## src/rtl/modulo_counter_chain_pkg.sv

```systemverilog
// Shared definitions for the modulo counter chain.
//   DIR_UP / DIR_DOWN : encoding of the dir input
//   MOD_FIELD_W       : width of one modulus field in the packed MODULI parameter
//   MAX_STAGES        : largest chain the modulus helper can address
//   mod_of()          : extract the modulus of stage i from a packed MODULI vector
package modulo_counter_chain_pkg;

  localparam logic DIR_UP      = 1'b0;
  localparam logic DIR_DOWN    = 1'b1;
  localparam int   MOD_FIELD_W = 32;
  localparam int   MAX_STAGES  = 16;

  // Callers zero-extend their MODULI vector to the full MAX_STAGES width.
  function automatic int unsigned mod_of(
    input logic [MOD_FIELD_W*MAX_STAGES-1:0] moduli,
    input int                                i
  );
    return moduli[MOD_FIELD_W*i +: MOD_FIELD_W];
  endfunction

endpackage

```

## src/rtl/modulo_counter_chain_stage.sv

```systemverilog
// One digit of the modulo counter chain.
// Ports:
//   clk, rst      : clock, asynchronous active-high reset
//   clear, load   : synchronous clear / parallel load (clear wins)
//   load_val      : load value, clamped to MOD-1 when out of range
//   en            : advance this digit this cycle
//   dir           : 0 = up, 1 = down
//   hold_at_term  : whole chain is saturating; keep the terminal value
//   count         : current digit value
//   at_term       : digit sits at its terminal value for the current dir
//   carry         : registered pulse, digit wrapped on the last edge
module mod_counter_stage
  import modulo_counter_chain_pkg::*;
#(
  parameter int unsigned MOD = 60,
  parameter int          W   = 6
) (
  input  logic         clk,
  input  logic         rst,
  input  logic         clear,
  input  logic         load,
  input  logic [W-1:0] load_val,
  input  logic         en,
  input  logic         dir,
  input  logic         hold_at_term,
  output logic [W-1:0] count,
  output logic         at_term,
  output logic         carry
);

  localparam logic [W-1:0] TERM_UP = W'(MOD - 1);

  logic [W-1:0] load_clamped;

  assign at_term = (dir == DIR_DOWN) ? (count == '0) : (count == TERM_UP);

  always_comb begin
    load_clamped = load_val;
    if (32'(load_val) >= MOD) load_clamped = TERM_UP;
  end

  always_ff @(posedge clk or posedge rst) begin
    if (rst) begin
      count <= '0;
      carry <= 1'b0;
    end else begin
      carry <= 1'b0;
      if (clear) begin
        count <= '0;
      end else if (load) begin
        count <= load_clamped;
      end else if (en) begin
        if (at_term) begin
          // A saturating chain keeps every digit parked at its limit.
          if (!hold_at_term) begin
            count <= (dir == DIR_UP) ? '0 : TERM_UP;
            carry <= 1'b1;
          end
        end else begin
          count <= (dir == DIR_UP) ? count + W'(1) : count - W'(1);
        end
      end
    end
  end

endmodule

```

## src/rtl/modulo_counter_chain.sv

```systemverilog
// Cascade of mixed-radix modulo counters (default 60/60/24, i.e. h:m:s).
// Ports:
//   clk, rst     : clock, asynchronous active-high reset
//   clear        : synchronous clear of all stages
//   load         : synchronous parallel load from load_value (stage i in [W*i +: W])
//   tick         : advance the chain by one count
//   dir          : 0 = up, 1 = down
//   count        : stage i value in [W*i +: W]
//   stage_carry  : per-stage registered wrap pulse
//   carry_out    : registered pulse, whole chain wrapped (WRAP=1)
//   saturated    : registered level, chain held at its limit (WRAP=0)
module modulo_counter_chain
  import modulo_counter_chain_pkg::*;
#(
  parameter int                              STAGES = 3,
  parameter int                              W      = 6,
  parameter logic [MOD_FIELD_W*STAGES-1:0]   MODULI = {32'd24, 32'd60, 32'd60},
  parameter bit                              WRAP   = 1'b1
) (
  input  logic                  clk,
  input  logic                  rst,
  input  logic                  clear,
  input  logic                  load,
  input  logic [STAGES*W-1:0]   load_value,
  input  logic                  tick,
  input  logic                  dir,
  output logic [STAGES*W-1:0]   count,
  output logic [STAGES-1:0]     stage_carry,
  output logic                  carry_out,
  output logic                  saturated
);

  localparam logic [MOD_FIELD_W*MAX_STAGES-1:0] MODULI_EXT =
    (MOD_FIELD_W*MAX_STAGES)'(MODULI);

  logic [STAGES-1:0] en;
  logic [STAGES-1:0] at_term;
  logic              chain_term;
  logic              hold_at_term;

  if (STAGES < 1 || STAGES > MAX_STAGES) begin : g_bad_stages
    $error("modulo_counter_chain: STAGES=%0d out of range", STAGES);
  end

  // Combinational enable chain: every stage advances on the same edge.
  assign en[0] = tick;
  for (genvar i = 1; i < STAGES; i++) begin : g_en
    assign en[i] = en[i-1] & at_term[i-1];
  end

  assign chain_term   = tick & (&at_term);
  assign hold_at_term = !WRAP & chain_term;

  for (genvar i = 0; i < STAGES; i++) begin : g_stage
    localparam int unsigned MOD_I = mod_of(MODULI_EXT, i);

    if (MOD_I < 2 || longint'(MOD_I) > (longint'(1) << W)) begin : g_bad_mod
      $error("modulo_counter_chain: stage %0d modulus %0d out of range", i, MOD_I);
    end

    mod_counter_stage #(
      .MOD (MOD_I),
      .W   (W)
    ) u_stage (
      .clk          (clk),
      .rst          (rst),
      .clear        (clear),
      .load         (load),
      .load_val     (load_value[W*i +: W]),
      .en           (en[i]),
      .dir          (dir),
      .hold_at_term (hold_at_term),
      .count        (count[W*i +: W]),
      .at_term      (at_term[i]),
      .carry        (stage_carry[i])
    );
  end

  always_ff @(posedge clk or posedge rst) begin
    if (rst) begin
      carry_out <= 1'b0;
      saturated <= 1'b0;
    end else if (clear || load) begin
      carry_out <= 1'b0;
      saturated <= 1'b0;
    end else begin
      carry_out <= WRAP & chain_term;
      // Any tick that moves the chain leaves the limit, so saturated simply
      // follows whether this tick was held.
      if (tick) saturated <= hold_at_term;
    end
  end

endmodule

```

## config.mk

```make
export PLATFORM = sky130hd
export DESIGN_NAME = modulo_counter_chain
export DESIGN_NICKNAME = d
export VERILOG_FILES = /design/src/rtl/modulo_counter_chain_pkg.sv /design/src/rtl/modulo_counter_chain_stage.sv /design/src/rtl/modulo_counter_chain.sv
export SDC_FILE = /design/constraint.sdc
export NUM_CORES = 1
export LEC_CHECK = 0
export ABC_AREA = 1
export ABC_CLOCK_PERIOD_IN_PS = 5600
export BUFFER_PORTS_ARGS = -buffer_cell sky130_fd_sc_hd__buf_4
export CAP_MARGIN = 20
export CORE_MARGIN = 2
export CORE_UTILIZATION = 53
export CTS_CLUSTER_DIAMETER = 40
export DETAILED_ROUTE_END_ITERATION = 10
export PLACE_DENSITY = 0.83
export SYNTH_ARGS = -nofsm -noshare
export SYNTH_HDL_FRONTEND = slang
export SYNTH_HIERARCHICAL = 1
export SYNTH_SLANG_ARGS = --single-unit
```

## constraint.sdc

```tcl
create_clock -name clk -period 5.6 [get_ports clk]
set_clock_uncertainty 0.1 [all_clocks]
set_input_delay 0.28 -clock clk [delete_from_list [all_inputs] [get_ports clk]]
set_output_delay 0.28 -clock clk [all_outputs]
set_load 0.005 [all_outputs]
```

; ---- After elaboration in Yosys (flattened, before gate mapping)
; Cells that the tools add are included.
[totals]
register_bits = 23
latchBits = 0
mem_bits_rw = 0
romBits = 0
in_bits = 24
wordCells = 70
memories = 0
[op_classes]
add_sub_neg = 6
multipliers = 0
n_div = 0
order_cmp = 3
n_eq_ne = 3
shifts = 0
mux = 38
bitwise = 3
n_reduce_logical = 9
[ops]
columns = op, count
row1 = $mux W6, 19
row2 = $add A6 B1 Y6 const B, 3
row3 = $logic_not A6 Y1, 3
row4 = $mux W1, 18
row5 = $sub A6 B1 Y6 const B, 3
row6 = $eq A6 B6 Y1 const B, 2
row7 = $ge A6 B6 Y1 const B, 2
row8 = $reduce_bool A3 Y1, 3
row9 = $eq A6 B5 Y1 const B, 1
row10 = $ge A6 B5 Y1 const B, 1
row11 = $mux W5, 1
row12 = $and A1 B1 Y1, 3
row13 = $reduce_and A3 Y1, 1
row14 = $reduce_bool A2 Y1, 1
row15 = $logic_or A1 B1 Y1, 1

; ---- Logic depth before layout (Yosys ltp)
; Gate-level depths: netlist (run 1).
[logic_depth]
depth_word = 7
ltp_mapped = 15
ltp_nobuf = 15

; ---- Modules after synthesis
; Netlist (run 1), hierarchy kept.
[by_module_without_submodules]
columns = mod, instances, cells_each, area_each_um2
row1 = mod_counter_stage at g_stage[0].u_stage ..., 2, 115, 719.4
row2 = mod_counter_stage at g_stage[2].u_stage, 1, 111, 711.9
row3 = modulo_counter_chain, 1, 11, 75.1

; ---- Least setup slack after synthesis (run 1)
; Ideal clock, no wire load.
[synth_path]
kind = register -> register
start = reg g_stage[0].u_stage.count[0]
end = reg g_stage[2].u_stage.count[5]
setup_ns = 0.118
arrival_ns = 1.595
required_time_ns = 5.382
slack_ns = 3.787
path_stages_with_launch = 14
n_path_buf = 0
path_cell_list = dfrtp_1 -> nand2_1 -> nor2_2 -> nand3_2 -> nand2_1 -> nand3_2 -> inv_1 -> inv_1 -> nor2_1 -> nor2_1 -> nand2_4 -> clkinv_4 -> nand2_1 -> o21ai_2
[synth_via]
elab_chain_len = 5
elab_cells_between_ends = 6
classes_between = eq/ne (1) / mux (1) / bitwise (2) / reduce/logical (2)
[synth_lines]
columns = item, line_no
row1 = "start, declared", modulo_counter_chain_stage.sv:26  ; output logic [W-1:0] count,
row2 = "start signal, assigned", modulo_counter_chain_stage.sv:51  ; count <= load_clamped;
row3 = "start signal, assigned", modulo_counter_chain_stage.sv:56  ; count <= (dir == DIR_UP) ? '0 : TERM_UP;
row4 = "start signal, assigned", modulo_counter_chain_stage.sv:60  ; count <= (dir == DIR_UP) ? count + W'(1) : count - W'(1);
row5 = $eq A6 B6 Y1 / $logic_not A6 Y1 (equally long branches), modulo_counter_chain_stage.sv:35  ; assign at_term = (dir == DIR_DOWN) ? (count == '0) : (count == TERM_UP);
row6 = $mux W1 *, modulo_counter_chain_stage.sv:35
row7 = via at_term[0], modulo_counter_chain.sv:37  ; logic [STAGES-1:0] at_term;
row8 = $and A1 B1 Y1 * (2 in series), modulo_counter_chain.sv:48  ; assign en[i] = en[i-1] & at_term[i-1];
row9 = via en[2], modulo_counter_chain.sv:36  ; logic [STAGES-1:0] en;
row10 = $reduce_bool A3 Y1 (no line) *, --
row11 = "end signal, assigned", modulo_counter_chain_stage.sv:51
row12 = "end signal, assigned", modulo_counter_chain_stage.sv:56
row13 = "end signal, assigned", modulo_counter_chain_stage.sv:60
row14 = "end, declared", modulo_counter_chain_stage.sv:26
; Mark *: on every way through the listed nets, which the timed path passes. The rest lies on a longest branch.
; A chain may end at the register's enable or synchronous reset.

; ---- Final worst setup path (run 1)
[layout_path]
start = reg g_stage[1].u_stage.count[0]
end = reg g_stage[2].u_stage.count[5]
[layout_via]
elab_chain_len = 4
elab_cells_between_ends = 5
classes_between = eq/ne (1) / mux (1) / bitwise (1) / reduce/logical (2)
[layout_lines]
columns = item, line_no
row1 = "start, declared", modulo_counter_chain_stage.sv:26
row2 = "start signal, assigned", modulo_counter_chain_stage.sv:51
row3 = "start signal, assigned", modulo_counter_chain_stage.sv:56
row4 = "start signal, assigned", modulo_counter_chain_stage.sv:60
row5 = $eq A6 B6 Y1 / $logic_not A6 Y1 (equally long branches), modulo_counter_chain_stage.sv:35
row6 = $mux W1 *, modulo_counter_chain_stage.sv:35
row7 = via at_term[1], modulo_counter_chain.sv:37
row8 = $and A1 B1 Y1 *, modulo_counter_chain.sv:48
row9 = via en[2], modulo_counter_chain.sv:36
row10 = $reduce_bool A3 Y1 (no line) *, --
; Marked as above.

==> results of run 1 <==
==> kinds of logic (layout without fill, tap and decap cells) <==
family          Yosys count  after routing  synth area share (%)
flops                    22             22                  24.7
buf+inv                  53            100                  9.56
simple gates            226            226                  45.5
fa+ha+maj                15             15                  9.44
xor+xnor                 10             10                  3.93
other cells               1              7                 0.168
compound gates           25             25                  6.63
==> critical path, cell delays in order, from the launching register on <==
cell and delay [ns]:
dfrtp_1 0.49, nand2_1 0.13, nor2_2 0.14, nand3_2 0.14
nand2_1 0.13, nand3_2 0.10, inv_1 0.14, inv_1 0.08
nor2_1 0.08, nor2_1 0.10, nand2_4 0.11, clkinv_4 0.06
nand2_1 0.07, o21ai_2 0.05
==> cell type report <==
cell class	count	area, um2
Fill cell	374	1330
Sequential cell	22	551
Multi-Input combinational cell	283	1490
Clock buffer	4	55.1
Inverter	50	195
Timing Repair Buffer	46	348
Tap cell	50	62.6
==> layout by cell type, fill, tap and decap left out <==
cell	n
nand2_1	122
nor2_1	48
inv_1	45
buf_4	45
nand3_1	28
dfrtp_1	22
a21oi_1	12
ha_1	12
conb_1	7
nand2_4	7
nand3_2	6
nand4_1	6
xor2_1	6
o21ai_0	5
o21ai_2	5
clkbuf_8	4
xnor2_1	4
nor2_2	3
nor4_1	3
fa_1	3
clkinv_2	2
inv_2	2
nand3b_1	2
nand2_2	1
clkinv_4	1
o31ai_1	1
a31oi_1	1
o21ai_1	1
dlygate4sd3_1	1
==> through the flow <==
stage | std cells | cell area, um2
after floorplan | 358 | 2250
final | 455 | 2700
after global placement | 450 | 2630
after detailed placement | 450 | 2630
after CTS | 455 | 2700
after global routing | 455 | 2700
==> worst paths after layout <==
path                                        startpoint                          end  slack [ns]  cells past startpoint
setup / recovery           g_stage[1].u_stage/count[0]  g_stage[2].u_stage/count[5]        3.57                     13
hold / removal                                    tick                    carry_out        0.20                      3
setup reg to reg           g_stage[1].u_stage/count[0]  g_stage[2].u_stage/count[5]        3.57                     13
hold reg to reg            g_stage[2].u_stage/count[3]  g_stage[2].u_stage/count[3]        0.48                      2
max in group asynchronous                          rst  g_stage[0].u_stage/count[0]        4.73                      3
min in group asynchronous                          rst                    carry_out        0.33                      3
==> layer usage <==
metal	share of wire (%)	global-route usage, %	up-vias
li1	-	-	1208
met2	48	40.4	63
met5	0	0	-
met3	5.2	2.76	6
met1	45	32.3	1051
met4	1.4	7.84	0
==> registers in the layout, indices dropped and copies added (netlist names) <==
signal and count:
g_stage.u_stage/count 18, g_stage.u_stage/carry 3, carry_out 1
==> power by group through the flow <==
stage	sequential, uW	combinational [uW]	clock (uW)
4_1_cts	209	274	118
5_1_grt	213	315	123
3_3_place_gp	212	266	0
6_report	210	273	115
3_5_place_dp	212	272	0
2_1_floorplan	205	186	0
==> summary.md, run 1 <==
| Metric | Value |
|---|---|
| CP required | `between 5 and 6 ns` |
| Final hold violation count | `0` |
| Initial antenna violation count | `0` |
| Total global-route track usage | `24.1%` |
| Count leader, synth | `nand2_1` |
| Root Driver | `clkbuf_8` |
| Sequential share of the synthesized area | `between 20% and 30%` |
| Area Overhead vs Synth | `21.1%` |
| Switch share | `roughly 40%` |
| IO buf count | `between 40 and 50` |
| Fin worst setup slack | `3.57 ns` |
| Final #Nets | `between 400 and 500` |
| Area share of the largest cell type after synthesis | `approximately a quarter` |
| Pre-CTS WS | `approximately 3.6 ns` |
| Unrepaired setup endpoints after global routing | `no` |
| CTS sink cnt | `22` |
| Final WL | `around 5.4 mm` |
| Fin util | `between 60% and 70%` |
| Mapped cell area | `between 0.002 and 0.0025 mm2` |
| Post-CTS resize count | `0` |
| Hold Worst Slack | `between 0.15 and 0.2 ns` |
| Critical path type | `reg -> reg` |
| Die width | `between 60 and 70 um` |
| # IOs | `47` |
| Vias in the first global route | `2,006` |
| Warning count from the yosys run | `6` |
| Remaining Overflow, GRT | `0` |
| Int Pwr | `357 uW` |
| Switch Pwr | `between 200 and 250 uW` |
| Post-Route Setup TNS | `0 ns` |
| Routed length per instance | `11.9 um` |
| Core area | `between 0.004 and 0.005 mm2` |
| Logic pwr share | `45.7%` |
| Leak | `about 0.0016 uW` |
| Crit path max fanout | `7` |
| Commonest cells in the netlist | `nand2_1 (122), nor2_1 (48), inv_1 (45)` |
| Chip height | `between 60 and 70 um` |
| Cts bufs inserted | `3` |
| Initial DRC count | `between 200 and 250` |
| Peak supply drop | `~0.13 mV` |
| Mapped Avg Cell Area | `roughly 6.3 um2` |
| Post CTS Setup Buffer Count | `0` |
| Clock network fraction of total power | `between 10% and 20%` |
| Max Slew Vio Count | `0` |
| Max-cap violations | `0` |
| Final setup fails | `0` |
| Post-synth cell types | `28` |
| Via-to-Cell Ratio | `between 5 and 6` |
| Hpwl dp | `approximately 4.4 mm` |
| TritonCTS clock tree | `built` |
| Detailed-route DRC error count | `0` |
| Share of layout cells above drive strength 1 | `18.8%` |
| Post-synth top area cell | `dfrtp_1` |
| Crit share post-route | `36.3%` |
| Status | `finished clean` |
| Die Area | `0.00473 mm2` |
| Initial Util | `a little under three fifths` |
| Worst skew pair latency | `approximately 0.26 ns` |
| Hold crit path type | `in -> reg` |
| Total power | `598 uW` |
| Hold_buf cts | `1` |
| Max Buffers Root-to-Sink | `2` |
| TritonRoute pass-1 iters | `4` |
| # rows | `23` |
| Critical path arrival | `between 2 and 2.5 ns` |
| Clk pin slew, worst setup/hold paths | `roughly 0.08 ns` |
| Routability Congestion | `about 0.95` |
| Reg power frac | `roughly a third` |
| Post-synth EDFFs | `0` |
| DRT antenna net count | `0` |
| Gate Count Post-Synth | `352` |
| Max Clock Freq | `493 MHz` |
| Area contributors post-synth | `dfrtp_1 (25%), nand2_1 (21%), nor2_1 (8.1%)` |
| Period minus WS final | `just over 2 ns` |
| Number of diodes | `0` |
| Power Density | `222 mW/mm2` |
| DR vias | `approximately 2,300` |
| Synth async-reset ratio | `100%` |
| Ys flop type | `dfrtp_1` |
| H-tree Lvls | `1` |
| First-pass GRT wire length | `around 8.6 mm` |
| Largest net degree at the start of global routing | `27` |
| CP Launch Type | `flop` |
| Critical path capture point type | `flop` |
| Register bit total from synthesis | `22` |
Power figures use the tool's default switching activity.
==> inputs of run 2 (changes only) <==
--- a/config.mk
+++ b/config.mk
@@ -6,14 +6,14 @@
 export NUM_CORES = 1
 export LEC_CHECK = 0
 export ABC_AREA = 1
-export ABC_CLOCK_PERIOD_IN_PS = 5600
+export ABC_CLOCK_PERIOD_IN_PS = 1600
 export BUFFER_PORTS_ARGS = -buffer_cell sky130_fd_sc_hd__buf_4
 export CAP_MARGIN = 20
 export CORE_MARGIN = 2
-export CORE_UTILIZATION = 53
+export CORE_UTILIZATION = 50
 export CTS_CLUSTER_DIAMETER = 40
 export DETAILED_ROUTE_END_ITERATION = 10
-export PLACE_DENSITY = 0.83
+export PLACE_DENSITY = 0.82
 export SYNTH_ARGS = -nofsm -noshare
 export SYNTH_HDL_FRONTEND = slang
 export SYNTH_HIERARCHICAL = 1
==> constraint.sdc (replaced) <==
create_clock -name clk -period 1.6 [get_ports clk]
set_clock_uncertainty 0.1 [all_clocks]
set_input_delay 0.08 -clock clk [delete_from_list [all_inputs] [get_ports clk]]
set_output_delay 0.08 -clock clk [all_outputs]
set_load 0.005 [all_outputs]
==> run 2 against run 1 <==
Effect of this change: the flow now finishes with violations (setup timing); first-iteration DRC count down 12%; utilization increased by 12 points; critical path depth down 2; wire length increased by 45%; setup slack got worse by 3.8 ns; final area is 26% higher; non-clock buffer count grew 55; via count is 19% higher; global-route usage up 3.5 points; combinational power grew to 5.6 times the previous value; final cell count is 13% higher; sequential power grew to 3.4 times the previous value.
==> summary.md, run 2 (synthesis results as in run 1) <==
| Metric | Value |
|---|---|
| Status | `finished with violations` |
| Failing checks | `setup timing` |
| Share of layout cells above drive strength 1 | `40.4% (+22 points)` |
| First-pass GRT wire length | `11.3 mm (+31%)` |
| Vias in the first global route | `2,544 (+27%)` |
| Post-placement cell count | `493 (+9.6%)` |
| Critical path capture point type | `flop` |
| Largest Register | `g_stage.u_stage/count` |
| Root Driver | `clkbuf_8` |
| Critical path arrival | `1.93 ns (-0.15 ns)` |
| CP delay by family, top | `simple AND/OR/NAND/NOR gates` |
| Max-cap violations | `0 (unchanged)` |
| TritonRoute pass-1 iters | `5 (+1)` |
| Pre-CTS WS | `-0.193 ns (-3.75 ns)` |
| CP max stage cell | `dfrtp_2` |
| Worst skew pair latency | `0.27 ns (about the same)` |
| Final hold violation count | `0 (unchanged)` |
| RR Startpoint | `g_stage[0].u_stage/count[1]` |
| Total global-route track usage | `27.6% (+3.5 points)` |
| Critical path type | `reg -> reg` |
| Largest registers | `g_stage.u_stage/count x18, g_stage.u_stage/carry x3, carry_out x1` |
| Initial Util | `51.5% (-3.8 points)` |
| Post-Route Setup TNS | `-3.69 ns (-3.69 ns)` |
| Clk pin slew, worst setup/hold paths | `0.10 ns (+0.02 ns)` |
| Final #Nets | `500 (+12%)` |
| Die width | `70.7 um (+2.8%)` |
| FILL cells | `276 (-26%)` |
| IO buf count | `45 (unchanged)` |
| CP bufs+invs | `1 (-2)` |
| Power Density | `783 mW/mm2 (+250%)` |
| Hold path cells | `3 (unchanged)` |
| Fin worst setup slack | `-0.279 ns (-3.85 ns)` |
| TritonCTS clock tree | `built` |
| # rows | `24 (+4.3%)` |
| DR vias | `2,779 (+19%)` |
| CP Launch Type | `flop` |
| Reg-to-Reg End | `g_stage[0].u_stage/count[3]` |
| Core area | `0.00432 mm2 (+7.3%)` |
| Max incr delay on CP | `0.48 ns (about the same)` |
| Hold EP | `g_stage[0].u_stage/carry` |
| Reg2reg setup slack | `-0.28 ns (-3.85 ns)` |
| Hold crit path type | `in -> reg` |
| Crit share post-route | `117% (+81 points)` |
| Max FFs per register | `18 (unchanged)` |
| Routability Congestion | `0.945 (-0.63%)` |
| Area Overhead vs Synth | `52.4%` |
| Commonest non-fill, non-tap cell in the layout | `nand2_1` |
| Unrepaired setup endpoints after global routing | `yes` |
| Crit path max fanout | `5 (-2)` |
| Worst R2R Path Depth | `11 (-2)` |
| Largest net degree at the start of global routing | `25 (-7.4%)` |
| Leak | `0.00188 uW (+18%)` |
| H-tree Lvls | `1 (unchanged)` |
| Cts bufs inserted | `3 (unchanged)` |
| Chip height | `70.7 um (+2.8%)` |
| Hold_sp | `tick` |
| Peak supply drop | `0.404 mV (+210%)` |
| Period minus WS final | `1.88 ns (-0.152 ns)` |
| Max Slew Vio Count | `0 (unchanged)` |
| Routed length per instance | `15.3 um (+28%)` |
| Via-to-Cell Ratio | `5.43 (+6.1%)` |
| Detailed-route DRC error count | `0 (unchanged)` |
| Hpwl dp | `4.76 mm (+9.1%)` |
| # IOs | `47 (unchanged)` |
| Max Buffers Root-to-Sink | `2 (unchanged)` |
| Remaining Overflow, GRT | `0 (unchanged)` |
| Most frequent cells in the layout | `nand2_1 (102), buf_4 (95), inv_1 (40)` |
| CP required | `1.65 ns (-4.00 ns)` |
| DRT antenna net count | `0 (unchanged)` |
| CTS sink cnt | `22 (unchanged)` |
| CP cell instances | `buf_6 -> ha_4 -> nand2_4 -> nand2_4 -> nand2_2 -> xor2_1 -> nand2_1 -> nand2_1 -> nand2_1 -> nand2_1 -> nand2_1` |
| Initial DRC count | `191 (-12%)` |
| Number of diodes | `0 (unchanged)` |
| Initial antenna violation count | `0 (unchanged)` |
| Final WL | `7.84 mm (+45%)` |
| Worst path most repeated cell | `nand2_1` |
| Max Clock Freq | `532 MHz (+8.1%)` |
| Layout Cells excl Fill | `512 (+13%)` |
| Final setup fails | `18 (+18)` |
| Die Area | `0.00500 mm2 (+5.6%)` |
[run 2: cell types whose count changed in the layout (fill, tap and decap cells not counted), sizes merged]
cell    delta
buf       +55
clkinv     -1
inv        +1
[run 2: through the flow]
stage               utilization, %  hold slack, ns  cell area, um2  power (uW)
global route                  78.5          0.0166            3390        2810
floorplan                        -          -0.291            2260        1380
finish                        78.5          0.0273            3390        2660
detailed placement            68.4          -0.139            2960        1870
global placement              68.4          -0.139            2960        1850
CTS                           75.2         0.00568            3250        2420
[run 2: area by class of cell]
cell class / count / area (um2) / area share, %
inverters: 50 / 205 / 6.05
clock buffers: 4 / 55.1 / 1.62
flip-flops and latches: 22 / 557 / 16.4
well taps: 52 / 65.1 / 1.92
repair buffers: 101 / 779 / 23.0
multi-input cells: 283 / 1730 / 51.0
[run 2: how the worst max path moves through the flow]
stage | end | cells after the start | start
floorplan | g_stage[1].u_stage/count[0] | 12 | g_stage[0].u_stage/count[2]
global placement | g_stage[1].u_stage/count[5] | 13 | g_stage[0].u_stage/count[0]
detailed placement | g_stage[2].u_stage/count[2] | 12 | g_stage[0].u_stage/count[1]
CTS | g_stage[2].u_stage/count[3] | 14 | g_stage[1].u_stage/count[2]
global route | g_stage[1].u_stage/count[3] | 13 | g_stage[0].u_stage/count[1]
finish | g_stage[0].u_stage/count[3] | 11 | g_stage[0].u_stage/count[1]
[run 2: per-layer routing]
metal	wire length [um]	GRT usage, %
met1	3070	35.6
met2	3930	47.8
met3	495	2.28
met4	345	11.1
met5	0	0
[run 2: worst register-to-register path, stage by stage (launching register included)]
cell and delay [ns]:
dfrtp_2 0.48, buf_6 0.15, ha_4 0.27, nand2_4 0.05, nand2_4 0.08, nand2_2 0.06
xor2_1 0.19, nand2_1 0.12, nand2_1 0.10, nand2_1 0.07, nand2_1 0.07, nand2_1 0.05
[run 2: repair_timing]
action / 4_1_cts / 5_1_grt
hold buffers: 1 / 0
endpoints found under the setup margin: 17 / 20
pin swaps: 20 / 14
buffers inserted: 17 / 1
resized for setup: 30 / 38
hold endpoints to repair: 22 / 0
[run 2: power by group]
group / switching, uW / leakage [uW] / internal, uW / total [uW]
sequential: 83.7 / 0.000279 / 621 / 704
clock: 198 / 0.0000288 / 220 / 418
combinational: 829 / 0.00157 / 706 / 1540
total: 1110 / 0.00188 / 1550 / 2660
==> inputs of run 3 (changes only) <==
--- a/config.mk
+++ b/config.mk
@@ -6,14 +6,15 @@
 export NUM_CORES = 1
 export LEC_CHECK = 0
 export ABC_AREA = 1
-export ABC_CLOCK_PERIOD_IN_PS = 1600
+export ABC_CLOCK_PERIOD_IN_PS = 2250
 export BUFFER_PORTS_ARGS = -buffer_cell sky130_fd_sc_hd__buf_4
 export CAP_MARGIN = 20
 export CORE_MARGIN = 2
-export CORE_UTILIZATION = 50
+export CORE_UTILIZATION = 53
 export CTS_CLUSTER_DIAMETER = 40
 export DETAILED_ROUTE_END_ITERATION = 10
-export PLACE_DENSITY = 0.82
+export PLACE_DENSITY = 0.83
+export SKIP_LAST_GASP = 1
 export SYNTH_ARGS = -nofsm -noshare
 export SYNTH_HDL_FRONTEND = slang
 export SYNTH_HIERARCHICAL = 1
==> constraint.sdc (replaced) <==
create_clock -name clk -period 2.25 [get_ports clk]
set_clock_uncertainty 0.1 [all_clocks]
set_input_delay 0.1125 -clock clk [delete_from_list [all_inputs] [get_ports clk]]
set_output_delay 0.1125 -clock clk [all_outputs]
set_load 0.005 [all_outputs]
==> run 3 against run 2 <==
Effect of this change: highest routed layer unchanged; critical endpoint is now g_stage[2].u_stage/count[2]; the run now ends clean; first-iteration DRC count rose by 7.3%; utilization shrank 12 points; sequential share of layout area grew 4.0 points; sequential power decreased by 27%; largest power group unchanged; via count down 15%; setup slack improved by 0.53 ns; critical path depth increased by 1.
==> summary.md, run 3 (synthesis results as in run 1) <==
| Metric | Value |
|---|---|
| Largest registers | `g_stage.u_stage/count x18, g_stage.u_stage/carry x3, carry_out x1` |
| Critical path arrival | `2.11 ns (+0.18 ns)` |
| Peak supply drop | `0.294 mV (-27%)` |
| Via-to-Cell Ratio | `5.18 (-4.6%)` |
| Hpwl dp | `4.45 mm (-6.6%)` |
| Max FFs per register | `18 (unchanged)` |
| Initial antenna violation count | `0 (unchanged)` |
| Detailed-route DRC error count | `0 (unchanged)` |
| Final hold violation count | `0 (unchanged)` |
| Root Driver | `clkbuf_8` |
| Commonest non-fill, non-tap cell in the layout | `nand2_1` |
| Fin util | `67.0% (-12 points)` |
| TritonCTS clock tree | `built` |
| Initial DRC count | `205 (+7.3%)` |
| Final #Nets | `447 (-11%)` |
| Core area | `0.00403 mm2 (-6.8%)` |
| Worst skew pair latency | `0.26 ns (about the same)` |
| Max Slew Vio Count | `0 (unchanged)` |
| Crit share post-route | `89.0% (-28 points)` |
| Number of diodes | `0 (unchanged)` |
| Die width | `68.8 um (-2.7%)` |
| Post-CTS resize count | `0 (-100%)` |
| Max-cap violations | `0 (unchanged)` |
| Final setup fails | `0 (-18)` |
| First-pass GRT wire length | `9.11 mm (-19%)` |
| Most frequent cells in the layout | `nand2_1 (122), nor2_1 (48), buf_4 (47)` |
| Largest Register | `g_stage.u_stage/count` |
| CP Launch Type | `flop` |
| Leak | `0.00159 uW (-15%)` |
| Largest net degree at the start of global routing | `27 (+8.0%)` |
| # IOs | `47 (unchanged)` |
| Routed length per instance | `12.1 um (-21%)` |
| TritonRoute pass-1 iters | `5 (unchanged)` |
| Remaining Overflow, GRT | `0 (unchanged)` |
| Area Overhead vs Synth | `21.2%` |
| Critical path type | `reg -> reg` |
| Cts bufs inserted | `3 (unchanged)` |
| Max Clock Freq | `499 MHz (-6.2%)` |
| Share of layout cells above drive strength 1 | `19.0% (-21 points)` |
| Clk pin slew, worst setup/hold paths | `0.08 ns (-0.02 ns)` |
| # rows | `23 (-4.2%)` |
| Max Buffers Root-to-Sink | `2 (unchanged)` |
| DR vias | `2,362 (-15%)` |
| Final WL | `5.52 mm (-30%)` |
| Critical path capture point type | `flop` |
| CP required | `2.36 ns (+0.71 ns)` |
| Post-Route Setup TNS | `0 ns (+3.69 ns)` |
| CTS sink cnt | `22 (unchanged)` |
| IO buf count | `45 (unchanged)` |
| Die Area | `0.00473 mm2 (-5.3%)` |
| Routability Congestion | `0.878 (-7.1%)` |
| Status | `finished clean` |
| Initial Util | `55.2% (+3.8 points)` |
| Chip height | `68.8 um (-2.7%)` |
| DRT antenna net count | `0 (unchanged)` |
| Period minus WS final | `2.00 ns (+0.124 ns)` |
| Unrepaired setup endpoints after global routing | `no` |
| Power Density | `544 mW/mm2 (-31%)` |
| H-tree Lvls | `1 (unchanged)` |
| Vias in the first global route | `2,095 (-18%)` |
| Crit path max fanout | `7 (+2)` |
| Total global-route track usage | `25.3% (-2.3 points)` |
| Hold crit path type | `in -> reg` |
[run 3: cell types whose count changed in the layout (fill, tap and decap cells not counted), moves of 5 or more]
cell     previous run  this run
buf_4              95        47
nand2_2            19         1
inv_2               7         2
dfrtp_1            17        22
nand2_1           102       122
buf_6               5         0
dfrtp_2             5         0
nor2_2              8         3
nand3_1            22        28
inv_1              40        45
nor2_1             39        48
[run 3: critical path, cell delays in order, from the launching register on]
cell     delay, ns
dfrtp_1       0.47
nand2_1       0.12
nor2_2        0.13
nand3_2       0.13
nand2_1       0.15
nand3_2       0.10
inv_1         0.14
inv_1         0.08
nor2_1        0.08
nor2_1        0.10
a21oi_1       0.21
nand2_1       0.07
nand2_1       0.06
[run 3: final cells by class]
type                       instances  area, um2
tap                               50       62.6
multi-input combinational        283       1490
sequential                        22        551
inverter                          50        195
clock buffer                       3       41.3
fill                             365       1330
timing repair buffer              48        363
[run 3: path summary, 6_finish.rpt]
kind | start | endpoint | slack (ns) | depth (start not counted)
max | g_stage[0].u_stage/count[0] | g_stage[2].u_stage/count[2] | 0.25 | 12
min | tick | carry_out | 0.02 | 3
max reg2reg | g_stage[0].u_stage/count[0] | g_stage[2].u_stage/count[2] | 0.25 | 12
min reg2reg | g_stage[2].u_stage/count[3] | g_stage[2].u_stage/count[3] | 0.47 | 2
max in group asynchronous | rst | g_stage[0].u_stage/count[2] | 1.50 | 3
min in group asynchronous | rst | carry_out | 0.20 | 3
[run 3: report_power, final]
part / switching, uW / total, uW / internal (uW) / leakage (uW)
Sequential: 74.3 / 513 / 439 / 0.000286
Combinational: 402 / 703 / 302 / 0.00128
Clock: 131 / 251 / 120 / 0.0000216
[run 3: metrics by stage]
| stage | setup slack [ns] | hold slack (ns) | std cells | power [uW] | cell area [um2] |
|---|---|---|---|---|---|
| 2_1_floorplan | 0.437 | -0.259 | 358 | 975 | 2250 |
| 3_3_place_gp | 0.357 | -0.116 | 452 | 1200 | 2650 |
| 3_5_place_dp | 0.280 | -0.115 | 452 | 1220 | 2650 |
| 4_1_cts | 0.253 | 0.0182 | 456 | 1470 | 2700 |
| 5_1_grt | 0.0113 | 0.0327 | 456 | 1600 | 2700 |
| 6_report | 0.247 | 0.0220 | 456 | 1470 | 2700 |
[run 3: metal layers]
layer / up-vias / share of wire, % / track usage (%)
met3: 10 / 6.4 / 3.57
met4: 0 / 1.1 / 6.86
met5: - / 0 / 0
met2: 93 / 49 / 43.8
li1: 1203 / - / -
met1: 1056 / 44 / 33.0
[run 3: what timing repair did]
| item | in CTS | in global routing |
|---|---|---|
| setup buffers | 0 | 0 |
| hold buffers | 1 | 0 |
| endpoints found under the hold margin | 22 | 0 |
